## src/rtl/frv_asi_issue_pkg.sv

```systemverilog
`default_nettype none
// ============================================================================
//  Module      : frv_asi_issue_pkg
//  Description : Shared field widths for the ASI issue/retire buffer.
//  Revision    : 1.0 - initial release
// ============================================================================
package frv_asi_issue_pkg;

  // Destination register index width (architectural register file of 32).
  localparam int c_RD_W    = 5;

  // Shift amount / byte select field carried alongside the ASI uop.
  localparam int c_SHAMT_W = 2;

endpackage : frv_asi_issue_pkg
`default_nettype wire

```

## src/rtl/frv_asi_issue.sv

```systemverilog
`default_nettype none
// ============================================================================
//  Module      : frv_asi_issue
//  Description : Issue and retire buffer in front of frv_asi. Holds one
//                algorithm-specific op stable on the asi_* bus until frv_asi
//                is ready, captures the result for writeback and records how
//                many cycles the op spent in ISSUE (saturating).
//  Revision    : 1.0 - initial release
// ============================================================================
module frv_asi_issue
  import frv_asi_issue_pkg::*;
#(
  parameter int XLEN  = 32,
  parameter int UOP_W = 7,
  parameter int CNT_W = 8
) (
  input  logic                 g_clk,
  input  logic                 g_resetn,
  // dispatch side
  input  logic                 s_valid,
  output logic                 s_ready,
  input  logic [UOP_W-1:0]     s_uop,
  input  logic [XLEN-1:0]      s_rs1,
  input  logic [XLEN-1:0]      s_rs2,
  input  logic [c_SHAMT_W-1:0] s_shamt,
  input  logic [c_RD_W-1:0]    s_rd,
  input  logic                 flush,
  // frv_asi side
  output logic                 asi_valid,
  input  logic                 asi_ready,
  output logic                 asi_flush,
  output logic [UOP_W-1:0]     asi_uop,
  output logic [XLEN-1:0]      asi_rs1,
  output logic [XLEN-1:0]      asi_rs2,
  output logic [c_SHAMT_W-1:0] asi_shamt,
  input  logic [XLEN-1:0]      asi_result,
  // writeback side
  output logic                 m_valid,
  input  logic                 m_ready,
  output logic [c_RD_W-1:0]    m_rd,
  output logic [XLEN-1:0]      m_result,
  output logic [CNT_W-1:0]     m_cycles
);

  // State encoding; 2'd3 is unreachable and is treated as IDLE.
  localparam logic [1:0] c_ST_IDLE  = 2'd0;
  localparam logic [1:0] c_ST_ISSUE = 2'd1;
  localparam logic [1:0] c_ST_DONE  = 2'd2;

  localparam logic [CNT_W-1:0] c_CNT_MAX = {CNT_W{1'b1}};
  localparam logic [CNT_W-1:0] c_CNT_ONE = CNT_W'(1);

  logic [1:0]           r_state;
  logic [1:0]           w_state_nxt;
  logic                 w_in_issue;
  logic                 w_in_done;
  logic                 w_in_idle;
  logic                 w_accept;

  logic [UOP_W-1:0]     r_uop;
  logic [XLEN-1:0]      r_rs1;
  logic [XLEN-1:0]      r_rs2;
  logic [c_SHAMT_W-1:0] r_shamt;
  logic [c_RD_W-1:0]    r_rd;
  logic [CNT_W-1:0]     r_cnt;
  logic                 r_asi_flush;
  logic [c_RD_W-1:0]    r_m_rd;
  logic [XLEN-1:0]      r_m_result;
  logic [CNT_W-1:0]     r_m_cycles;

  // Decode the state register into one-hot style qualifiers.
  always_comb begin
    w_in_issue = (r_state == c_ST_ISSUE);
    w_in_done  = (r_state == c_ST_DONE);
    w_in_idle  = !w_in_issue && !w_in_done;
  end

  // State register.
  always_ff @(posedge g_clk or negedge g_resetn) begin
    if (!g_resetn) begin
      r_state <= c_ST_IDLE;
    end else begin
      r_state <= w_state_nxt;
    end
  end

  // Next-state logic; flush overrides everything else.
  always_comb begin
    w_state_nxt = r_state;
    if (flush) begin
      w_state_nxt = c_ST_IDLE;
    end else if (w_in_issue) begin
      w_state_nxt = asi_ready ? c_ST_DONE : c_ST_ISSUE;
    end else if (w_in_done) begin
      if (m_ready) begin
        w_state_nxt = w_accept ? c_ST_ISSUE : c_ST_IDLE;
      end
    end else begin
      w_state_nxt = w_accept ? c_ST_ISSUE : c_ST_IDLE;
    end
  end

  // Handshake and valid outputs decoded from the current state.
  always_comb begin
    s_ready   = !flush && (w_in_idle || (w_in_done && m_ready));
    w_accept  = s_valid && s_ready;
    asi_valid = w_in_issue;
    m_valid   = w_in_done;
  end

  // Operand, latency counter and result registers. Operands are cleared on
  // flush and on the DONE->IDLE return so no secret stays on the asi bus.
  always_ff @(posedge g_clk or negedge g_resetn) begin
    if (!g_resetn) begin
      r_uop       <= '0;
      r_rs1       <= '0;
      r_rs2       <= '0;
      r_shamt     <= '0;
      r_rd        <= '0;
      r_cnt       <= '0;
      r_asi_flush <= 1'b0;
      r_m_rd      <= '0;
      r_m_result  <= '0;
      r_m_cycles  <= '0;
    end else if (flush) begin
      r_uop       <= '0;
      r_rs1       <= '0;
      r_rs2       <= '0;
      r_shamt     <= '0;
      r_rd        <= '0;
      r_cnt       <= '0;
      r_asi_flush <= w_in_issue;
      r_m_rd      <= '0;
      r_m_result  <= '0;
      r_m_cycles  <= '0;
    end else begin
      r_asi_flush <= 1'b0;
      if (w_accept) begin
        r_uop   <= s_uop;
        r_rs1   <= s_rs1;
        r_rs2   <= s_rs2;
        r_shamt <= s_shamt;
        r_rd    <= s_rd;
        r_cnt   <= c_CNT_ONE;
      end else if (w_in_done && m_ready) begin
        r_uop   <= '0;
        r_rs1   <= '0;
        r_rs2   <= '0;
        r_shamt <= '0;
        r_rd    <= '0;
      end
      if (w_in_issue) begin
        if (asi_ready) begin
          r_m_result <= asi_result;
          r_m_cycles <= r_cnt;
          r_m_rd     <= r_rd;
        end else if (r_cnt != c_CNT_MAX) begin
          r_cnt <= r_cnt + c_CNT_ONE;
        end
      end
    end
  end

  assign asi_flush = r_asi_flush;
  assign asi_uop   = r_uop;
  assign asi_rs1   = r_rs1;
  assign asi_rs2   = r_rs2;
  assign asi_shamt = r_shamt;
  assign m_rd      = r_m_rd;
  assign m_result  = r_m_result;
  assign m_cycles  = r_m_cycles;

endmodule : frv_asi_issue
`default_nettype wire
```

## config.mk

```make
export PLATFORM = sky130hd
export DESIGN_NAME = frv_asi_issue
export DESIGN_NICKNAME = d
export VERILOG_FILES = /design/src/rtl/frv_asi_issue_pkg.sv /design/src/rtl/frv_asi_issue.sv
export SDC_FILE = /design/constraint.sdc
export NUM_CORES = 1
export LEC_CHECK = 0
export ABC_AREA = 0
export CAP_MARGIN = 25
export CELL_PAD_IN_SITES_DETAIL_PLACEMENT = 0
export CELL_PAD_IN_SITES_GLOBAL_PLACEMENT = 1
export CORE_ASPECT_RATIO = 0.8
export CORE_MARGIN = 5
export CORE_UTILIZATION = 34
export CTS_CLUSTER_SIZE = 25
export DETAILED_ROUTE_END_ITERATION = 16
export PLACE_DENSITY_LB_ADDON = 0.1
export SLEW_MARGIN = 20
export SYNTH_ARGS = -nofsm -noshare
export SYNTH_HDL_FRONTEND = slang
export SYNTH_SLANG_ARGS = --single-unit
```

## constraint.sdc

```tcl
create_clock -name g_clk -period 3.4 [get_ports g_clk]
set_input_delay 0.34 -clock g_clk [delete_from_list [all_inputs] [get_ports g_clk]]
set_output_delay 0.34 -clock g_clk [all_outputs]
set_load 0.01 [all_outputs]
```

==> impl_metrics.toml <==
[run_status]
outcome = "complete, no violations"

[finish]
layout-drive-gt1-share_pct = 7.744
post-route-util_pct = 57.12
register_area_sq_mm = 0.003353
syn2layout_area_growth_pct = 65.06
nFillCells = 1174
antenna_cells = 0
nets = 699
layoutNonFillerInstCount = 778
multi_input_area_sq_mm = 0.001463

[die]
rows = 39
die_w_um = 144.6
die_y_um = 117.7
core_area_sq_mm = 0.01425
io_pins = 238
start_util_pct = 34.61
dieArea_sq_mm = 0.01703

[timing]
worst_slew_pin_slew_ns = 0.7599
hold_viol = 0
skew_ns = 0.004809
setup_viol = 0
slew_headroom_pct = 49.34
rsz0062_at_grt = "no"
period_minus_slack_ns = 2.321
finalSetupTns_ns = 0
clock.fmax_ghz = 0.4309
post-route-period-util_pct = 68.25
slew_violations = 0

[critical_path]
path_cells = "or3b_1 > and3_4 > clkdlybuf4s50_1"
cp.required_ns = 3.06
rrSetupSlack_ns = 1.30
r2r_cells = 5
crit_path_start_kind = "flip-flop"
max_stage_delay_ns = 0.49
r2r-start = "r_state[1]"
path_max_fanout = 7
slowest_stage = "clkdlybuf4s50_1"
critPathKind = "flip-flop to primary output"
arrival_ns = 1.98
r2r_end = "asi_rs2[18]"
endpoint_kind = "primary output"

[yosys]
syn_area_sq_mm = 0.004931
synthCells = 342
synth.area.top_cells = "dfrtp_1 (68%), a22o_1 (22%), clkbuf_1 (1.2%)"
avgSynthCellArea_sq_um = 14.42
ys_types = 28
synth_common_cells = "dfrtp_1 (134), a22o_1 (123), clkbuf_1 (16)"
synth_most_common_cell = "dfrtp_1"
synth-seq-cells = 134
synth_warnings = 0
ys.flop_type = "dfrtp_1"
synth_edf_count = 0
async_flop_share_pct = 100.0
syn_nets = 459
synth_area_leader_cell = "dfrtp_1"
yosys.area.top_type_share_pct = 68.00
yosysSeqAreaShare_pct = 68.00

[clocking]
cts_hold_buf = 1
clock-root-buffer = "clkbuf_16"
cts_resized = 0
cts.path.max_buffers = 2
postCtsSetupRepairBufs = 0
h-tree-depth = 4
clkTransAtPathRegs_ns = 0.06
cts_buffers = 17
cts.sinks = 134
clock_latency_ns = 0.41
cts_tree = "yes"

[route]
finalWirelength_um = 14860
vias = 3965
route.detailed.drc = 0
met3_length_um = 1319
routed-wl-met2_um = 6889
wire_per_inst_um = 19.10
top_layer = "met4"
drt-pass1-iter-count = 5
detail-route-antenna-nets = 0
drtIter0Drc = 205
via_per_inst = 5.096
met1Wirelength_um = 6534

[worst_hold_path]
holdPathEnd = "m_rd[0]"
hold_class = "flip-flop to flip-flop"
whs_path_depth = 1
min_from = "r_rd[0]"

[power]
p_total_mw = 4.210
switching_share_pct = 22.48
clockPowerShare_pct = 45.0
p_leak_nw = 3.565
switchingPower_mw = 0.9463
vdd_drop_max_mv = 0.3508
combPwrFrac_pct = 13.7
p_int_mw = 3.264
seqPwrFrac_pct = 41.3
power_density_mw_per_mm2 = 517.3

[grt]
antenna_found_initial = 0
grt_pass1_wl_um = 23650
grt_max_degree = 82
grt_remaining_overflow = 0
globalRouteTotalUtil_pct = 17.79
first_global_vias = 4112

[run]
max-cap-violations = 0

[placement]
placed_cells = 746
io_buffers = 237
place_congestion = 0.7711
dp_hpwl_um = 10240
-- critical path, delay by kind of cell, from the launching register on --
family | cells | cell delay, ns
buffers and inverters | 1 | 0.49
flip-flops | 1 | 0.47
AND/OR/NAND/NOR | 2 | 0.62
-- cells in the final DEF (no fill, tap or decap), types with 2 or more instances in the layout --
master / synthesis / final
nand4_1: 4 / 4
o31ai_1: 2 / 2
inv_1: 3 / 3
xnor2_1: 4 / 4
nor2_1: 8 / 7
dfrtp_1: 134 / 134
clkinvlp_4: 0 / 2
o21a_1: 2 / 2
a21oi_1: 8 / 7
clkbuf_8: 0 / 5
a22o_1: 123 / 123
clkbuf_16: 0 / 17
o21ai_0: 3 / 3
o32ai_1: 2 / 2
buf_4: 0 / 8
clkinv_2: 0 / 3
clkdlybuf4s50_1: 0 / 236
a211oi_1: 2 / 2
bufinv_16: 0 / 3
nand2_1: 6 / 6
nand3_1: 3 / 3
-- metal layers --
metal  vias to the layer above  GRT usage [%]
li1                       1794              -
met1                      2013          24.38
met2                       144          26.42
met3                        14          7.311
met4                         0          4.196
met5                         -              0
-- power by group through the flow --
stage / logic, mW / clock network [mW] / registers [mW]
6_report: 0.577 / 1.89 / 1.74
5_1_grt: 0.625 / 2.02 / 1.75
4_1_cts: 0.588 / 1.94 / 1.74
3_5_place_dp: 0.585 / 0 / 1.76
3_3_place_gp: 0.575 / 0 / 1.76
2_1_floorplan: 0.160 / 0 / 1.80
-- registers in the layout, summed over array words and instances (netlist names) --
register   cells
m_result      32
m_cycles       8
r_state        2
r_rd           5
asi_rs1       32
asi_rs2       32
m_rd           5
r_cnt          8
asi_flush      1
asi_uop        7
asi_shamt      2
-- worst max path at each step --
stage | from | to | slack (ns) | depth (start not counted)
floorplan | r_state[0] | asi_rs2[10] | 1.54 | 7
global placement | flush | asi_rs1[5] | 1.03 | 7
detailed placement | flush | asi_rs1[4] | 0.93 | 7
CTS | r_state[1] | s_ready | 1.05 | 3
global route | r_state[1] | s_ready | 0.95 | 3
finish | r_state[1] | s_ready | 1.08 | 3
-- stage by stage --
| stage | hold slack (ns) | setup slack [ns] | area, sq um |
|---|---|---|---|
| finish | 0.4898 | 1.079 | 8139 |
| detailed placement | 0.4362 | 0.9332 | 7511 |
| global route | 0.4993 | 0.9531 | 8139 |
| global placement | 0.4289 | 1.032 | 7511 |
| CTS | 0.4917 | 1.048 | 8139 |
| floorplan | 0.04441 | 1.536 | 4931 |
-- final cells by class --
cell class,count,share of cell area (%)
Clock buffer,23,6.118
Timing Repair Buffer,247,30.27
Inverter,3,0.1384
Clock inverter,8,1.476
Sequential cell,134,41.20
Multi-Input combinational cell,179,17.97
Tap cell,184,2.829
-- kinds of logic after synthesis --
kind of cell,Yosys count,share of synthesized area [%]
and+or+nand+nor,28,2.943
xor gates and xnor gates,4,0.7104
AOI/OAI and AO/OA,145,24.89
DFF,134,68.00
adders and majority gates,1,0.2537
muxes,1,0.2284
buffers and inverters,29,2.969
(Power assumes the default switching activity.)
